===== config.mk =====
export PLATFORM = sky130hd
export DESIGN_NAME = game_timer
export DESIGN_NICKNAME = d
export VERILOG_FILES = /design/src/rtl/game_timer_pkg.sv /design/src/rtl/game_timer_tick_gen.sv /design/src/rtl/game_timer.sv
export SDC_FILE = /design/constraint.sdc
export NUM_CORES = 1
export LEC_CHECK = 0
export CAP_MARGIN = 20
export CORE_MARGIN = 2
export CORE_UTILIZATION = 54
export CTS_BUF_LIST = sky130_fd_sc_hd__clkbuf_2
export DETAILED_ROUTE_END_ITERATION = 10
export PLACE_DENSITY = 0.79
export SLEW_MARGIN = 20
export SYNTH_ARGS = -nofsm -noshare
export SYNTH_HDL_FRONTEND = slang
export SYNTH_SLANG_ARGS = --single-unit
export TNS_END_PERCENT = 100

===== constraint.sdc =====
create_clock -name clk -period 1.9 [get_ports clk]
set_input_delay 0.285 -clock clk [delete_from_list [all_inputs] [get_ports clk]]
set_output_delay 0.285 -clock clk [all_outputs]
set_load 0.02 [all_outputs]

===== src/rtl/game_timer_pkg.sv =====
// Shared types and constants for the game countdown timer.
// Imported by the timer FSM and its prescaler.
package game_timer_pkg;

   typedef enum logic [1:0] {
      IDLE    = 2'd0,
      RUNNING = 2'd1,
      PAUSED  = 2'd2,
      EXPIRED = 2'd3
   } state_t;

   typedef logic [6:0] count_t;

   localparam int DEFAULT_MAX_COUNT = 99;

endpackage


===== src/rtl/game_timer_tick_gen.sv =====
// One-second prescaler: counts enabled cycles and flags the last one.
// clear has priority over enable so a restart always begins at zero.
module tick_gen #(
   parameter int TICKS_PER_SEC = 50_000_000
) (
   input  logic clk,
   input  logic rst,
   input  logic clear,
   input  logic enable,
   output logic tick
);

   localparam int W = $clog2(TICKS_PER_SEC);
   localparam logic [W-1:0] LAST = W'(TICKS_PER_SEC - 1);

   logic [W-1:0] cnt;

   assign tick = enable && (cnt == LAST);

   always_ff @(posedge clk or negedge rst) begin
      if (!rst) begin
         cnt <= '0;
      end else if (clear) begin
         cnt <= '0;
      end else if (enable) begin
         cnt <= tick ? '0 : cnt + W'(1);
      end
   end

endmodule


===== src/rtl/game_timer.sv =====
// Countdown timer FSM and count register.
// All outputs are registered; the prescaler lives in tick_gen.
module game_timer
   import game_timer_pkg::*;
#(
   parameter int TICKS_PER_SEC = 50_000_000,
   parameter int MAX_COUNT     = DEFAULT_MAX_COUNT
) (
   input  logic   clk,
   input  logic   rst,
   input  logic   load,
   input  count_t load_value,
   input  logic   start,
   input  logic   stop,
   output count_t wholeNum,
   output logic   running,
   output logic   timeout,
   output logic   expired
);

   localparam count_t LIMIT = count_t'(MAX_COUNT);

   state_t state;
   state_t state_n;
   count_t count_n;
   logic   timeout_n;
   logic   clear;
   logic   enable;
   logic   tick;
   logic   go;
   logic   halt;

   // start and stop together cancel each other
   assign go     = start & ~stop;
   assign halt   = stop & ~start;
   assign enable = (state == RUNNING);

   tick_gen #(
      .TICKS_PER_SEC(TICKS_PER_SEC)
   ) u_tick_gen (
      .clk   (clk),
      .rst   (rst),
      .clear (clear),
      .enable(enable),
      .tick  (tick)
   );

   always_comb begin
      state_n   = state;
      count_n   = wholeNum;
      timeout_n = 1'b0;
      clear     = 1'b0;
      if (load) begin
         state_n = IDLE;
         count_n = (load_value > LIMIT) ? LIMIT : load_value;
         clear   = 1'b1;
      end else begin
         unique case (state)
            IDLE: begin
               if (go && wholeNum != '0) begin
                  state_n = RUNNING;
                  clear   = 1'b1;
               end
            end
            PAUSED: begin
               if (go && wholeNum != '0) begin
                  state_n = RUNNING;
               end
            end
            RUNNING: begin
               // decrement first; reaching zero beats a pause
               if (tick && wholeNum <= count_t'(1)) begin
                  count_n   = '0;
                  state_n   = EXPIRED;
                  timeout_n = 1'b1;
               end else if (tick) begin
                  count_n = wholeNum - count_t'(1);
                  if (halt) state_n = PAUSED;
               end else if (halt) begin
                  state_n = PAUSED;
               end
            end
            EXPIRED: begin
               count_n = '0;
            end
            default: begin
               state_n = IDLE;
            end
         endcase
      end
   end

   always_ff @(posedge clk or negedge rst) begin
      if (!rst) begin
         state    <= IDLE;
         wholeNum <= '0;
         running  <= 1'b0;
         timeout  <= 1'b0;
         expired  <= 1'b0;
      end else begin
         state    <= state_n;
         wholeNum <= count_n;
         running  <= (state_n == RUNNING);
         timeout  <= timeout_n;
         expired  <= (state_n == EXPIRED);
      end
   end

endmodule


* Yosys cells after proc, flatten, opt, wreduce, memory -nomap -nowiden *
Cells that the tools add are included.

storage, ports and cells
  register bits after elaboration = 38
  bits in latches = 0
  memory bits (writable) = 0
  ROM bits = 0
  input bits = 12
  word-level logic and storage cells = 49
  memories kept = 0

cells by class
  add/subtract/negate cells = 2
  multipliers = 0
  div/mod/pow operators = 0
  magnitude comparators = 2
  eq/ne operators = 7
  shift operators = 0
  muxes and demuxes = 19
  bitwise operators = 4
  reduce and logical (&&, ||, !) cells = 9

operators with widths
  operator                                                                           count
  26-bit 2-to-1 mux                                                                  3
  7-bit 2-to-1 mux                                                                   4
  26-bit by 1-bit adder with 26-bit output (second input constant)                   1
  26-bit == test (second input constant)                                             1
  7-bit case mux with 2 select lines                                                 1
  2-bit 2-to-1 mux                                                                   4
  7-bit greater-than comparator (second input constant)                              1
  7-bit by 1-bit less-or-equal comparator with 1-bit output (second input constant)  1
  7-bit nonzero test                                                                 1
  7-bit by 1-bit subtractor with 7-bit output (second input constant)                1
  2-bit == test (second input constant)                                              3
  1-bit 2-to-1 mux                                                                   6
  2-bit by 1-bit == test with 1-bit output (second input constant)                   2
  4-bit inequality test (second input constant)                                      1
  2-bit case mux with 2 select lines                                                 1
  1-bit logical AND                                                                  3
  3-bit nonzero test                                                                 1
  1-bit bitwise AND                                                                  2
  2-bit logical NOT                                                                  1
  1-bit inverter                                                                     2
  2-bit AND reduction                                                                1
  2-bit nonzero test                                                                 1
  2-bit OR reduction                                                                 1

* Longest topological paths before layout *
  word-level depth = 7
  mapped depth = 9
  mapped depth without buffers = 7

* By module *
From an unflattened synthesis, not the netlist that was laid out.

second synthesis, totals
  cells, all modules = 239
  area, all modules = 2260.9 um2

by module, submodules not included
  module      times used  cells each  area an instance (um2)
  tick_gen    1           157         1492.7
  game_timer  1           82          768.2

* Least setup slack after synthesis *
Ideal clock, no wire load.

  path type = reg2reg
  from = register wholeNum[0]
  to = register u_tick_gen.cnt[17]
  setup time = 0.077 ns
  arrival = 2.089 ns
  data required time = 1.823 ns
  setup slack = -0.267 ns
  stages on the path, launching flop included = 9
  clock period less this slack = 2.167 ns
  cells stage by stage = dfrtp_1 -> inv_1 -> ha_1 -> nor4b_1 -> a221oi_2 -> buf_4 -> o2111ai_4 -> or3_1 -> a21oi_1

on the way
  cells in the longest elaborated chain, start to end = 6
  elaborated cells between the ends (all ways) = 7
  classes of those cells = mux: 4; reduce/logical: 3

ends and longest elaborated chain
  item                                                            RTL line                   source
  start, declared                                                 game_timer.sv:15           output count_t wholeNum,
  start signal, assigned                                          game_timer.sv:102          wholeNum <= count_n;
  7-bit nonzero test *                                            game_timer.sv:60           if (go && wholeNum != '0) begin
  1-bit logical AND *                                             game_timer.sv:60
  1-bit 2-to-1 mux *                                              game_timer.sv:60
  1-bit 2-to-1 mux *                                              game_timer.sv:58           unique case (state)
  1-bit 2-to-1 mux *                                              game_timer.sv:53           if (load) begin
  26-bit 2-to-1 mux / 2-bit nonzero test (equally long branches)  --
  end signal, assigned                                            game_timer_tick_gen.sv:26  cnt <= tick ? '0 : cnt + W'(1);
  end, declared                                                   game_timer_tick_gen.sv:16  logic [W-1:0] cnt;

Every way passes the cells marked *; elsewhere a longest branch is shown, timed or not.
A chain may end at the register's enable or synchronous reset.

* Worst setup path after layout *
  from = register u_tick_gen.cnt[6]
  to = register wholeNum[0]

on the way
  cells in the longest elaborated chain, start to end = 6
  elaborated cells between the ends (all ways) = 8
  classes of those cells = eq/ne: 2; mux: 3; reduce/logical: 3

ends and longest elaborated chain
  item                                RTL line                   source
  26-bit == test *                    game_timer_tick_gen.sv:18  assign tick = enable && (cnt == LAST);
  1-bit logical AND *                 game_timer_tick_gen.sv:18
  1-bit logical AND                   game_timer.sv:72           if (tick && wholeNum <= count_t'(1)) begin
  7-bit 2-to-1 mux                    game_timer.sv:72
  7-bit case mux with 2 select lines  game_timer.sv:58
  7-bit 2-to-1 mux                    game_timer.sv:53

Marks and branches as above.

==> out/metrics.cfg <==
[global_route]
antenna_found_initial=0
grt_max_degree=21
grt_pass1_wl_microns=11300
track_usage=0.2888
overflow=0
grt_pass1_vias=2364

[layout]
nets=346
area_growth_pct=40.63
instances_no_fill=383
fin_util=0.7736
drive_above_1_share=0.3353
diodes=0
n_fill_cell=279

[timing]
post-route-period-util=1.072
setup_viol=30
tightest_slew_ns=0.5157
fin_skew_ns=0.004233
rsz0062_at_grt=yes
layout_setup_ws_ns=-0.1362
final_max_slew_viol_count=0
slew_headroom=0.6558
layout_min_cycle_time_ns=2.036
fmax_mhz=491.1
hold_viol_final=0

[clock_tree]
cts_buffer_depth=2
cts_tree=done
cts_max_level=2
worstSkewPairLatency_ns=0.39
clock-sinks=38
cts_inserted_buffers=5
cts_root_buf=clkbuf_2
clk_pin_slew_ns=0.19

[placement]
post-place-cells=365
routabilityCongestion=0.9489
io_buffers=21
place_hpwl_microns=4731

[run]
cap_viol_max_count=0

[synth]
synth_nets=270
synthMuxAreaShare=0.004767
synth_edf_count=0
yosys.area_share.simple=0.2447
yosysMostFrequentCell=dfrtp_1
synth_cells=255
synth_top_cell_area_share=0.4025
synth_common_cells=38 x dfrtp_1, 23 x nor2_1, 17 x a21oi_1
synth-compound-area-share=0.2399
synth-warning-count=0
postSynthAreaPerCell_sq_um=9.264
ys_seq_elements=38
ys.flop_type=dfrtp_1
synth_xor_xnor_area_share=0.04820
ys_seq_area_frac=0.4025
synthAdderAreaFrac=0.01589
yosys.area.top_type=dfrtp_1
ys_types=60
synth_top_family_by_area=simple AND/OR/NAND/NOR gates
synth_area_sq_um=2362
synthTopCellsByArea=dfrtp_1 40%, nor2_1 3.7%, a21oi_1 3.6%, o21ai_0 3.4%, xor2_1 3.3%
ys_async_sr_fraction=1.000

[floorplanning]
initial_core_util=0.5501
dieArea_sq_um=4920
die_w_microns=70.14
die_h_microns=70.14
io_pins=22
core-area_sq_um=4294
rows=24

[status]
outcome=finished with violations
violations=negative setup slack

[worst_setup_path]
critPathLaunchType=register
reg2reg_depth=5
crit_path_end_kind=register
required_ns=2.23
path_depth=5
worstPathArrival_ns=2.37
cp_max_fo=5
cp_top_family=simple AND/OR/NAND/NOR gates
slowest_stage=or4b_4
critPathMaxStageDelay_ns=0.63
path_class=register to register
rrSetupSlack_ns=-0.14
path_cells=nor4b_2, nand4_2, or4b_4, o21a_1, o21ai_2
critPathBufInv=0

[detailed_routing]
route.vias.total=2452
drc=0
viasPerCell=6.402
avgRoutedWirePerCell_microns=18.91
drtAntennaViolNets=0
wirelength_microns=7244
firstDrtPassIters=5
drtIter0Drc=174

[worst_hold_path]
min_path_type=input pin to asynchronous set/reset pin

[power]
peakVddDrop_mv=0.4739
pwr_density_cell_nw_per_um2=537.9
leakage_uw=0.001389

[power breakdown]
| group | total [uW] | leakage [uW] | switching [uW] | internal (uW) |
|---|---|---|---|---|
| combinational | 431 | 0.000842 | 235 | 196 |
| clock | 488 | 0.0000365 | 276 | 212 |
| sequential | 868 | 0.000511 | 33.3 | 835 |
[final cells by class]
cell class              count  area, sq um  area share
clock inverters             2        33.78     0.01017
inverters                  13        51.30     0.01544
repair buffers             80        701.9      0.2113
flip-flops and latches     38        955.9      0.2878
well taps                  52        65.06     0.01959
clock buffers               5        25.02    0.007533
multi-input cells         193         1489      0.4482
[cell usage in the layout (no fill, tap or decap), types with 6 or more instances in the layout]
master	netlist	layout
nand3_1	7	6
nor2_1	23	23
xor2_1	9	9
or3_1	8	7
inv_1	12	10
buf_4	1	51
a21oi_1	17	15
o21ai_0	16	15
nand2_1	16	15
dfrtp_1	38	34
clkdlybuf4s50_1	0	17
nand4_1	10	10
[routing by layer]
layer | GRT usage | up-vias | wire length (microns)
met5 | 0 | - | 0
met4 | 0.1197 | 0 | 224
met3 | 0.05339 | 29 | 486
met2 | 0.4942 | 132 | 3673
met1 | 0.3579 | 1183 | 2859
li1 | - | 1108 | -
[worst reg2reg max path: cells and delay by family (launching register included)]
| family | cells | cell delay [ns] |
|---|---|---|
| simple gates | 3 | 1.20 |
| flops | 1 | 0.50 |
| compound gates | 2 | 0.28 |
[metrics by stage]
step	TNS [ns]	power, uW	setup slack [ns]	cell area, sq um	hold slack [ns]
3_5_place_dp	-3.122	1256	-0.2738	3002	0.1640
5_1_grt	-3.240	1853	-0.1905	3322	0.2530
2_1_floorplan	-0.3744	1065	-0.07211	2401	-0.01059
3_3_place_gp	-2.088	1249	-0.1946	3002	0.1643
6_report	-1.721	1787	-0.1362	3322	0.2545
4_1_cts	-0.06582	1761	-0.03566	3207	0.2604
[worst paths after layout]
kind | endpoint | start
max in group asynchronous | wholeNum[5] | rst
worst min-delay path | u_tick_gen.cnt[21] | rst
worst min register to register | wholeNum[5] | wholeNum[5]
min in group clk | wholeNum[1] | load_value[1]
worst max-delay path | wholeNum[0] | u_tick_gen.cnt[6]
worst max register to register | wholeNum[0] | u_tick_gen.cnt[6]
[state kept, by name, indices dropped and copies added (netlist names)]
name            count
u_tick_gen.cnt     26
wholeNum            7
state               2
expired             1
running             1
timeout             1
[what timing repair did]
action,CTS,global route
pin swaps,12,11
gates resized for setup,13,24
hold buffers,1,0
endpoints found under the hold margin,9,0
setup endpoints to repair,28,33
buffers inserted,9,2
[logic make-up after synthesis]
kind of cell,Yosys count
AO/OA/AOI/OAI,78
XOR/XNOR,13
adder cells (fa/ha/maj),3
buffers and inverters,24
flip-flops,38
multiplexers,1
AND/OR/NAND/NOR,98
Note: power is estimated with default switching activity, not from simulation.
